`config.mk`:
```
export PLATFORM = sky130hd
export DESIGN_NAME = uart_tx_drain_flat
export DESIGN_NICKNAME = d
export VERILOG_FILES = /design/src/rtl/uart_pkg.sv /design/src/rtl/uart_tx_drain_if.sv /design/src/rtl/uart_baud_counter.sv /design/src/rtl/uart_tx_drain.sv /design/src/flat_wrapper.sv
export SDC_FILE = /design/constraint.sdc
export NUM_CORES = 1
export LEC_CHECK = 0
export CAP_MARGIN = 20
export CORE_MARGIN = 2
export CORE_UTILIZATION = 30
export DETAILED_ROUTE_END_ITERATION = 16
export GPL_TIMING_DRIVEN = 0
export PLACE_DENSITY = 0.53
export SKIP_LAST_GASP = 1
export SLEW_MARGIN = 20
export SYNTH_ARGS = -nofsm -noshare
export SYNTH_HDL_FRONTEND = slang
export SYNTH_SLANG_ARGS = --single-unit
```
`constraint.sdc`:
```
create_clock -name Clk -period 2.25 [get_ports Clk]
set_input_delay 0.3375 -clock Clk [delete_from_list [all_inputs] [get_ports Clk]]
set_output_delay 0.3375 -clock Clk [all_outputs]
set_load 0.005 [all_outputs]
```
`src/rtl/uart_pkg.sv`:
```
// Shared UART definitions used by the transmit drain and the receive path.
package uart_pkg;

  localparam int UART_DATA_BITS         = 8;
  localparam int UART_CLKS_PER_BIT_100M = 868;

  typedef enum logic [2:0] {
    TX_IDLE  = 3'd0,
    TX_FETCH = 3'd1,
    TX_WAIT  = 3'd2,
    TX_START = 3'd3,
    TX_DATA  = 3'd4,
    TX_STOP  = 3'd5
  } tx_state_t;

endpackage

```
`src/rtl/uart_tx_drain_if.sv`:
```
// Read side of the send FIFO (standard read latency, not first-word-fall-through).
interface uart_tx_drain_if;
  // Pop handshake: Out_snd_rd_en is a one-cycle pulse issued only while
  // In_snd_empty is 0; In_snd_dout holds the popped byte from the next cycle on.
  logic       In_snd_empty;
  logic [7:0] In_snd_dout;
  logic       Out_snd_rd_en;

  modport master (
    input  In_snd_empty,
    input  In_snd_dout,
    output Out_snd_rd_en
  );

  modport slave (
    output In_snd_empty,
    output In_snd_dout,
    input  Out_snd_rd_en
  );
endinterface

```
`src/rtl/uart_baud_counter.sv`:
```
// Bit-period timer: counts 0..CLKS_PER_BIT-1 while running, pulses on the last cycle.
module uart_baud_counter #(
  parameter int CLKS_PER_BIT = 868
) (
  input  logic clk,
  input  logic rst_n,
  input  logic clear,
  input  logic run,
  output logic bit_done
);

  localparam int            CW   = (CLKS_PER_BIT > 1) ? $clog2(CLKS_PER_BIT) : 1;
  localparam logic [CW-1:0] LAST = CW'(CLKS_PER_BIT - 1);

  logic [CW-1:0] cnt;

  always_ff @(posedge clk or negedge rst_n) begin
    if (!rst_n) begin
      cnt <= '0;
    end else if (clear) begin
      cnt <= '0;
    end else if (run) begin
      cnt <= (cnt == LAST) ? '0 : cnt + 1'b1;
    end
  end

  // Deliberately independent of clear: the owner derives clear from bit_done.
  assign bit_done = run && (cnt == LAST);

endmodule

```
`src/rtl/uart_tx_drain.sv`:
```
// Drains the send FIFO and shifts each byte out as an 8N1 frame, LSB first.
module uart_tx_drain
  import uart_pkg::*;
#(
  parameter int CLKS_PER_BIT = UART_CLKS_PER_BIT_100M,
  parameter int CNT_W        = 16
) (
  input  logic              Clk,
  input  logic              Rst_n,
  input  logic              In_enable,
  uart_tx_drain_if.master   snd,
  output logic              Out_tx,
  output logic              Out_busy,
  output logic [CNT_W-1:0]  Out_byte_count,
  output tx_state_t         Out_state
);

  localparam logic [2:0] LAST_BIT = 3'(UART_DATA_BITS - 1);

  tx_state_t                 state, state_next;
  logic [UART_DATA_BITS-1:0] shreg, shreg_next;
  logic [2:0]                bit_idx, bit_idx_next;
  logic                      tx_d, rd_en_d, busy_d, rd_en_q;
  logic                      bit_done, baud_clear, baud_run, start_ok;

  assign start_ok   = In_enable && !snd.In_snd_empty;
  assign baud_run   = (state == TX_START) || (state == TX_DATA) || (state == TX_STOP);
  assign baud_clear = (state_next != state);

  uart_baud_counter #(
    .CLKS_PER_BIT (CLKS_PER_BIT)
  ) u_baud (
    .clk      (Clk),
    .rst_n    (Rst_n),
    .clear    (baud_clear),
    .run      (baud_run),
    .bit_done (bit_done)
  );

  // Outputs are registered from next-cycle values so they line up with state.
  always_ff @(posedge Clk or negedge Rst_n) begin
    if (!Rst_n) begin
      state          <= TX_IDLE;
      shreg          <= '0;
      bit_idx        <= '0;
      Out_tx         <= 1'b1;
      rd_en_q        <= 1'b0;
      Out_busy       <= 1'b0;
      Out_byte_count <= '0;
    end else begin
      state    <= state_next;
      shreg    <= shreg_next;
      bit_idx  <= bit_idx_next;
      Out_tx   <= tx_d;
      rd_en_q  <= rd_en_d;
      Out_busy <= busy_d;
      if (state == TX_STOP && bit_done) begin
        Out_byte_count <= Out_byte_count + 1'b1;
      end
    end
  end

  always_comb begin
    state_next = state;
    case (state)
      TX_IDLE:  if (start_ok) state_next = TX_FETCH;
      TX_FETCH: state_next = TX_WAIT;
      TX_WAIT:  state_next = TX_START;
      TX_START: if (bit_done) state_next = TX_DATA;
      TX_DATA:  if (bit_done && bit_idx == LAST_BIT) state_next = TX_STOP;
      TX_STOP:  if (bit_done) state_next = start_ok ? TX_FETCH : TX_IDLE;
      default:  state_next = TX_IDLE;
    endcase
  end

  always_comb begin
    shreg_next   = shreg;
    bit_idx_next = bit_idx;
    if (state == TX_WAIT) begin
      shreg_next = snd.In_snd_dout;
    end
    if (state == TX_DATA && bit_done) begin
      shreg_next   = shreg >> 1;
      bit_idx_next = bit_idx + 1'b1;
    end
    rd_en_d = (state_next == TX_FETCH);
    busy_d  = (state_next != TX_IDLE);
    case (state_next)
      TX_START: tx_d = 1'b0;
      TX_DATA:  tx_d = shreg_next[0];
      default:  tx_d = 1'b1;
    endcase
  end

  assign snd.Out_snd_rd_en = rd_en_q;
  assign Out_state         = state;

endmodule
```
`src/flat_wrapper.sv`:
```
// flat-port wrapper written by rule: the top's interface ports become plain ports
module uart_tx_drain_flat import uart_pkg::*;
#(
  parameter int CLKS_PER_BIT = UART_CLKS_PER_BIT_100M,
  parameter int CNT_W        = 16
)
  (Clk, Rst_n, In_enable, Out_tx, Out_busy, Out_byte_count, Out_state, snd_In_snd_empty, snd_In_snd_dout, snd_Out_snd_rd_en);
  uart_tx_drain_if snd_i ();
  input  logic Clk;
  input  logic Rst_n;
  input  logic In_enable;
  output logic Out_tx;
  output logic Out_busy;
  output logic [CNT_W-1:0] Out_byte_count;
  output tx_state_t Out_state;
  input wire logic [$bits(snd_i.In_snd_empty)-1:0] snd_In_snd_empty;
  input wire logic [$bits(snd_i.In_snd_dout)-1:0] snd_In_snd_dout;
  output wire logic [$bits(snd_i.Out_snd_rd_en)-1:0] snd_Out_snd_rd_en;
  assign snd_i.In_snd_empty = snd_In_snd_empty;
  assign snd_i.In_snd_dout = snd_In_snd_dout;
  assign snd_Out_snd_rd_en = snd_i.Out_snd_rd_en;
  uart_tx_drain #(.CLKS_PER_BIT(CLKS_PER_BIT), .CNT_W(CNT_W)) u_core (.Clk(Clk), .Rst_n(Rst_n), .In_enable(In_enable), .snd(snd_i), .Out_tx(Out_tx), .Out_busy(Out_busy), .Out_byte_count(Out_byte_count), .Out_state(Out_state));
endmodule
```
==> impl_metrics.csv <==
group,metric,value,unit
power,vdd_ir_drop_max,0.000218,V
route,drtAntennaViolNets,0,
yosys,synth_nets,233,
placement,place_inst,350,
yosys,synth_cells,217,
yosys,synthFlopType,"dfrtp_1",
route,firstDrtPassIters,4,
finish,instances_no_fill,359,
setup_path,regToRegStartpoint,"u_core.u_baud.cnt[2]",
grt,grt-ovfl-total,0,
setup_path,worstPathMaxFanout,8,
placement,gp_congestion,0.747,
timing,finalHoldViolCount,0,
hold_path,worstHoldPathCells,1,
floorplan,die_y,91.0,um
setup_path,cp-start-kind,"register",
run,maxCapViolCount,0,
setup_path,crit_type,"register to register",
power,p_total,1.47,mW
hold_path,min_from,"u_core.Out_byte_count[15]",
yosys,ys_ff_latch,43,
grt,grt_max_degree,26,
finish,n_antenna_cell,0,
yosys,synth_compound_area_frac,0.139,
grt,grt.busiest_layer,"met2",
clock_network,path_clk_slew,0.08,ns
power,internal_power,1.17,mW
timing,max_freq,478,MHz
route,post_drt_wl_per_cell,14.5,um
grt,grt_pass1_vias,1793,
finish,fin_nets,275,
finish,final_common_cell,"dfrtp_1",
power,power.net_switching,0.299,mW
finish,layout.cells.most_common_list,"42 x dfrtp_1, 32 x clkdlybuf4s50_1, 15 x nand2_1",
finish,layout-drive-gt1-share,0.100,
power,power.density,511,nW/um^2
route,via_per_inst,5.12,
power,seqPwrFrac,0.534,
hold_path,hold_path.class,"register to register",
route,wirelength,5210,um
yosys,yosys_warnings,0,
grt,use_met2,0.200,
clock_network,clockBufferDepth,2,
power,power_frac_comb,0.036,
placement,dp_hpwl,3650,um
setup_path,reg2reg_slack,0.16,ns
yosys,synth.avg_cell_area,10.5,sq um
power,leakage,1.22,nW
yosys,yosys.area_share.adder,0.0221,
floorplan,die-area,8280,sq um
setup_path,crit_required,2.43,ns
setup_path,endpoint_kind,"register",
timing,post-route-min-period,2.09,ns
yosys,yosys.area_share.simple,0.229,
yosys,synth.cell_area,2270,sq um
clock_network,h-tree-depth,2,
yosys,synth_xor_area_frac,0.0810,
floorplan,initial_utilization,0.311,
yosys,async_flop_share,1.00,
placement,port_buffers,33,
clock_network,clock-sinks,43,
floorplan,coreArea,7290,sq um
setup_path,r2r-end,"u_core.Out_byte_count[1]",
floorplan,ioPinCount,34,
finish,area_delta_synth_final,26.6,%
finish,finalInstanceArea,2870,sq um
clock_network,cts_buffers,5,
clock_network,post_cts_buffers,0,
grt,antenna_found_initial,0,
yosys,synth_mux_area_frac,0.0193,
clock_network,clkLatencyLatePin,0.30,ns
yosys,synth_top_family_by_area,"simple AND/OR/NAND/NOR gates",
hold_path,holdPathEnd,"u_core.Out_byte_count[15]",
timing,relSlewSlack,0.606,
power,clkPwrFrac,0.430,
timing,min_period_over_period,0.929,
route,first_iter_violations,101,
yosys,synth_edf_count,0,
floorplan,die_width,91.0,um
timing,skew,0.00988,ns
timing,finalSetupViolCount,0,
timing,worst_slew_pin_slew,0.589,ns
setup_path,crit_arrival,2.27,ns
route,drcViolationCount,0,
setup_path,rr_worst_depth,4,
route,num_vias,1837,
timing,rsz0062_at_grt,"false",
timing,fin_hold_ws,0.465,ns
grt,grt_usage,0.132,
timing,slew_violations,0,
clock_network,cts_tree,"built",
floorplan,rows,31,
yosys,synth_seq_area_share,0.475,
clock_network,root_buffer,"clkbuf_8",
outcome,outcome,"completed",
grt,grtUsageMet3,0.0290,
grt,grt_pass1_wl,8890,um
placement,placed_area,2740,sq um
power,switching_share,0.204,
yosys,ys_types,51,
grt,met1_usage,0.191,
-- timing repair --
action	CTS	global route
endpoints found under the hold margin	9	0
pin swaps	0	0
hold buffers	1	0
gates resized for setup	1	2
gates cloned	0	0
endpoints found under the setup margin	1	7
-- per-stage QoR --
stage | setup TNS [ns] | util | worst slack [ns]
after global placement | -15.61 | 0.374 | -0.374
final | 0 | 0.394 | 0.160
after global routing | 0 | 0.394 | 0.0237
after floorplan | 0 | - | 0.437
after detailed placement | 0 | 0.376 | 0.00111
after CTS | 0 | 0.394 | 0.104
-- flip-flops by register name, indices dropped and copies added, names as in the netlist --
| signal | flops |
|---|---|
| u_core.Out_byte_count | 16 |
| u_core.u_baud.cnt | 10 |
| u_core.shreg | 8 |
| u_core.Out_state | 3 |
| u_core.bit_idx | 3 |
| u_core.Out_busy | 1 |
| u_core.Out_tx | 1 |
| u_core.snd.Out_snd_rd_en | 1 |
-- worst max path at each step --
stage,startpoint,end,cells after the start
floorplan,u_core.u_baud.cnt[2],u_core.Out_byte_count[1],4
global placement,Rst_n,u_core.snd.Out_snd_rd_en,1
detailed placement,u_core.u_baud.cnt[0],u_core.Out_byte_count[1],5
CTS,u_core.u_baud.cnt[0],u_core.Out_byte_count[1],5
global route,u_core.u_baud.cnt[2],u_core.snd.Out_snd_rd_en,6
finish,u_core.u_baud.cnt[2],u_core.Out_byte_count[1],4
-- critical path: stages, from the launching register on --
cell     delay (ns)
dfrtp_1        0.46
nor4b_4        0.52
nand3_2        0.28
nor3_2         0.33
mux2_2         0.37
-- synth_stat cells, types with 3 or more instances --
library cell / count / share of area
a211oi_1: 3 / 0.0099
a21oi_1: 9 / 0.020
a221o_1: 6 / 0.026
and3_1: 14 / 0.039
and3b_1: 3 / 0.012
buf_2: 3 / 0.0066
clkbuf_1: 7 / 0.012
dfrtp_1: 42 / 0.46
ha_1: 4 / 0.022
inv_1: 4 / 0.0066
mux2_2: 3 / 0.015
nand2_1: 15 / 0.025
nand3_1: 13 / 0.029
nand4_1: 9 / 0.025
nor2_1: 8 / 0.013
nor2b_1: 3 / 0.0083
o2111ai_1: 4 / 0.015
o21ai_0: 5 / 0.011
xnor2_1: 12 / 0.046
xor2_1: 9 / 0.035
-- routing by layer --
metal / share of wire / wire length, um
met5: 0 / 0
met3: 0.039 / 204
met4: 0.011 / 59
met1: 0.51 / 2650
met2: 0.44 / 2290
-- power groups by stage --
stage,clock network (mW),registers (mW),logic (mW)
6_report,0.630,0.784,0.0526
5_1_grt,0.682,0.785,0.0594
4_1_cts,0.653,0.784,0.0542
3_5_place_dp,0,0.799,0.0530
3_3_place_gp,0,0.799,0.0495
2_1_floorplan,0,0.798,0.0125
-- cells by family after synthesis --
logic type / after synthesis
AO/OA/AOI/OAI: 42
multiplexers: 4
flip-flops: 43
adder cells (fa/ha/maj): 4
buffers and inverters: 17
XOR/XNOR: 21
AND/OR/NAND/NOR: 86
-- layout make-up --
type | count | area (sq um)
Clock buffer | 6 | 82.6
Buffer | 13 | 65.1
Timing Repair Buffer | 35 | 355
Clock inverter | 2 | 35.0
Fill cell | 774 | 4420
Tap cell | 99 | 124
Inverter | 4 | 15.0
Multi-Input combinational cell | 157 | 1120
Sequential cell | 43 | 1080
(Power assumes the default switching activity.)
==> RTL edit 1: new RTL, same flow settings <==
`CNT_W` is set to 16 in 2 places; all go to 32.
--- a/src/rtl/uart_tx_drain.sv
+++ b/src/rtl/uart_tx_drain.sv
@@ -3,7 +3,7 @@
   import uart_pkg::*;
 #(
   parameter int CLKS_PER_BIT = UART_CLKS_PER_BIT_100M,
-  parameter int CNT_W        = 16
+  parameter int CNT_W        = 32
 ) (
   input  logic              Clk,
   input  logic              Rst_n,
--- a/src/flat_wrapper.sv
+++ b/src/flat_wrapper.sv
@@ -2,7 +2,7 @@
 module uart_tx_drain_flat import uart_pkg::*;
 #(
   parameter int CLKS_PER_BIT = UART_CLKS_PER_BIT_100M,
-  parameter int CNT_W        = 16
+  parameter int CNT_W        = 32
 )
   (Clk, Rst_n, In_enable, Out_tx, Out_busy, Out_byte_count, Out_state, snd_In_snd_empty, snd_In_snd_dout, snd_Out_snd_rd_en);
   uart_tx_drain_if snd_i ();
Interface: changed (resized Out_byte_count); port bits go from 34 to 50. No check against the original RTL was run, so the function may have changed too.
==> RTL edit 1 against the unedited design <==
  * Worst setup slack lost 0.017 ns
  * Synthesized cell count grew 26%
  * Final area grew 31%
  * Largest power group unchanged
  * Worst hold slack lost 0.031 ns
  * Routed wire length grew 17%
  * Critical endpoint is now u_core.Out_byte_count[26]
  * Area after synthesis grew 26%
  * Non-clock buffer count grew 11
  * First-iteration DRC count shrank 28%
  * Total power grew 44%
  * Sequential cell count grew 16
==> RTL edit 1: results (changes against the unedited design) <==
- Min Tclk post-route: 2.11 ns (+0.0165 ns)
- Final Skew: 0.00668 ns (-0.00320 ns)
- CP delay by family, top: simple AND/OR/NAND/NOR gates
- DP Area: 3530 µm² (+29%)
- Synth area leaders: dfrtp_1 51%, xnor2_1 7.0%, nand2_1 4.3%
- Commonest cells post-synth: 58 x dfrtp_1, 33 x nand2_1, 23 x xnor2_1
- # nets final: 351 (+28%)
- WL met2: 2850 µm (+24%)
- Ys async rst share: 100% (unchanged)
- RePlAce Congestion: 0.717 (-4.0%)
- VDD IR max: 0.308 mV (+41%)
- Hold WC Path Type: input pin to asynchronous set/reset pin
- Total setup buffers inserted after CTS: 0 (unchanged)
- Global-route wire length before repair: 10100 µm (+13%)
- Yosys cell types: 43 (-16%)
- Max incr delay on CP: 0.41 ns (-0.11 ns)
- Setup WS pre-CTS: 0.0760 ns (+0.0749 ns)
- CP max stage cell: dfrtp_1
- All-Layer GR Usage: 12.4% (-0.76 points)
- CTS H-tree depth: 3 (+1)
- Biggest regs: u_core.Out_byte_count: 32 flops, u_core.u_baud.cnt: 10 flops, u_core.shreg: 8 flops
- Num CTS Buffers: 9 (+4)
- Non-Filler Instances: 469 (+31%)
- Syn avg cell area: 10.5 µm² (+0.34%)
- Routed len/inst: 13.0 µm (-10%)
- Vias: 2259 (+23%)
- Arrival time worst endpoint: 2.32 ns (+0.05 ns)
- Share of layout cells above drive strength 1: 10.3% (+0.29 points)
- DRT iter0 DRCs: 73 (-28%)
- Wl on met1: 2890 µm (+9.2%)
- Crit-path max FO: 10 (+2)
- Initial antenna violation count: 0 (unchanged)
- Worst skew pair latency: 0.34 ns (+0.04 ns)
- Status: completed
- Ant diodes: 0 (unchanged)
- Worst hold slack: 0.434 ns (-0.0307 ns)
- Vias in the first global route: 2111 (+18%)
- Leak Pwr: 1.59 nW (+31%)
- Flop2flop setup slack: 0.14 ns (-0.02 ns)
- Dpl hpwl: 4410 µm (+21%)
- FILL cells: 897 (+16%)
- Syn_nets: 289 (+24%)
- Share of the yosys chip area belonging to registers: 51.6% (+4.1 points)
- WL met3: 311 µm (+52%)
- Placed insts: 452 (+29%)
- Relative slew slack: 45.6% (-15 points)
- I/O Buffers: 49 (+48%)
- Largest net degree at the start of global routing: 38 (+46%)
## RTL edit 1: kinds of logic after synthesis
logic type      Yosys count  synth area share (%)
compound gates           31                  7.60
xor+xnor                 35                  10.7
fa+ha+maj                 4                  1.75
buf+inv                   9                  1.27
flops                    59                  51.6
mux                       7                  2.58
simple gates            128                  24.5
## RTL edit 1: power breakdown
group          internal (mW)  switching [mW]  total (mW)  leakage [nW]
Clock                  0.541           0.444       0.984        0.0987
Combinational         0.0259          0.0294      0.0553         0.730
Sequential              1.07         0.00466        1.07         0.763
## RTL edit 1: worst paths after layout
path,start,to,depth (start not counted)
max in group asynchronous,Rst_n,u_core.Out_tx,3
min reg2reg,u_core.Out_byte_count[31],u_core.Out_byte_count[31],1
max,u_core.u_baud.cnt[0],u_core.Out_byte_count[26],7
max reg2reg,u_core.u_baud.cnt[0],u_core.Out_byte_count[26],7
min,Rst_n,u_core.Out_byte_count[7],2
min in group Clk,u_core.Out_byte_count[31],u_core.Out_byte_count[31],1
## RTL edit 1: layer usage
metal	vias to the layer above	GRT usage [%]
li1	1104	-
met1	1094	15.7
met2	54	20.1
met3	7	4.14
met4	0	4.05
met5	-	0
## RTL edit 1: timing repair
action,CTS,global route
setup endpoints to repair,0,22
endpoints found under the hold margin,22,0
resized for setup,0,4
hold buffers,1,0
## RTL edit 1: cell type report
type / count / area, µm² / share of cell area (%)
plain buffers: 8 / 35.0 / 0.931
clock buffers: 10 / 138 / 3.66
clock inverters: 6 / 63.8 / 1.69
inverters: 1 / 3.75 / 0.0997
multi-input cells: 205 / 1370 / 36.3
flip-flops and latches: 59 / 1480 / 39.2
well taps: 129 / 161 / 4.29
repair buffers: 51 / 518 / 13.8
==> RTL edit 2: new RTL, same flow settings <==
Made on the original files. `shreg` no longer has a reset.
--- a/src/rtl/uart_tx_drain.sv
+++ b/src/rtl/uart_tx_drain.sv
@@ -41,7 +41,6 @@
   always_ff @(posedge Clk or negedge Rst_n) begin
     if (!Rst_n) begin
       state          <= TX_IDLE;
-      shreg          <= '0;
       bit_idx        <= '0;
       Out_tx         <= 1'b1;
       rd_en_q        <= 1'b0;
@@ -49,7 +48,6 @@
       Out_byte_count <= '0;
     end else begin
       state    <= state_next;
-      shreg    <= shreg_next;
       bit_idx  <= bit_idx_next;
       Out_tx   <= tx_d;
       rd_en_q  <= rd_en_d;
@@ -58,6 +56,10 @@
         Out_byte_count <= Out_byte_count + 1'b1;
       end
     end
+  end
+
+  always_ff @(posedge Clk) begin
+    shreg <= shreg_next;
   end
 
   always_comb begin
Behaviour: same outputs for any inputs over 10 cycles, from zero or initial values and one cycle with Rst_n low; that may be too few to reach the edited logic, so the function may still have changed.
==> RTL edit 2 against the unedited design <==
  * Routed wire length decreased by 11%
  * Worst setup slack got worse by 0.038 ns
  * Core utilization decreased by 0.32 points
  * Sequential power increased by 0.5%
  * Sequential cell count unchanged
  * Final area decreased by 2.9%
  * Area after synthesis decreased by 3.7%
  * Total power decreased by 0.79%
  * Non-clock buffer count decreased by 3
  * First-iteration DRC count decreased by 21%
  * Critical endpoint is now u_core.shreg[1]
==> RTL edit 2: results (changes against the unedited design) <==
- Status: completed
- Worst r2r dst: u_core.shreg[1]
- GRT met1 Usage: 17.3% (-1.8 points)
- EDFF count, synth: 6 (+6)
- Dpl hpwl: 3330 µm (-9.0%)
- Clock Network Area Fraction: 4.22% (+0.12 points)
- #MultiIn Comb: 143 (-8.9%)
- Grt met3 use: 2.49% (-0.41 points)
- Reg2reg path depth: 6 (+2)
- VDD IR max: 0.308 mV (+42%)
- Grt met2 use: 20.8% (+0.81 points)
- Worst hold slack: 0.472 ns (+0.00693 ns)
- Synth Area in Compound Gates: 12.4% (-1.5 points)
- Routed vias/inst: 4.84 (-5.5%)
- Crit-path max FO: 10 (+2)
- WL met2: 2260 µm (-1.3%)
- Setup WS pre-CTS: -0.139 ns (-0.140 ns)
- Ys async rst share: 81.4% (-19 points)
- Largest net degree at the start of global routing: 24 (-7.7%)
- Bufs w/o clock: 45 (-6.3%)
- Mux contribution to synthesized area: 3.44% (+1.5 points)
- Wl on met1: 2170 µm (-18%)
- Commonest cells post-synth: 34 x dfrtp_1, 17 x xor2_1, 16 x nand2_1
- Global-route wire length before repair: 7890 µm (-11%)
- Flop2flop setup slack: 0.12 ns (-0.04 ns)
- Synth area leaders: dfrtp_1 39%, edfxtp_1 8.2%, xor2_1 6.8%
- DP Area: 2650 µm² (-3.1%)
- Syn avg cell area: 10.9 µm² (+4.4%)
- Syn_nets: 216 (-7.3%)
- Post-Synth Adder-Cell Area: 2.29% (+0.086 points)
- All-Layer GR Usage: 12.9% (-0.31 points)
- Multi-input gate area in the final layout: 1010 µm² (-9.4%)
- FILL cells: 740 (-4.4%)
- Share of layout cells above drive strength 1: 15.6% (+5.6 points)
- Worst-Margin Slew: 0.429 ns (-0.159 ns)
- Final Skew: 0.00515 ns (-0.00473 ns)
- Pint: 1.17 mW (+0.10%)
- Yosys cell types: 52 (+2.0%)
- DRT iter0 DRCs: 80 (-21%)
- Period utilization: 94.6% (+1.7 points)
## RTL edit 2: changes by cell type in the layout (fill, tap and decap cells not counted), moves of 4 or more
| cell | unedited run | this run |
|---|---|---|
| dfrtp_1 | 42 | 34 |
| a221o_1 | 6 | 0 |
| nand4_1 | 9 | 4 |
| clkbuf_1 | 6 | 2 |
| xnor2_1 | 12 | 2 |
| nor2_1 | 8 | 12 |
| nor3_1 | 2 | 6 |
| and3_1 | 14 | 1 |
| xor2_1 | 9 | 17 |
| edfxtp_1 | 0 | 6 |
| a22o_1 | 0 | 6 |
| nand3_1 | 12 | 7 |
## RTL edit 2: repair_timing
action,CTS,global route
endpoints found under the setup margin,6,6
hold endpoints to repair,11,0
pin swaps,0,0
hold buffers,1,0
setup buffers,0,0
resized for setup,1,1
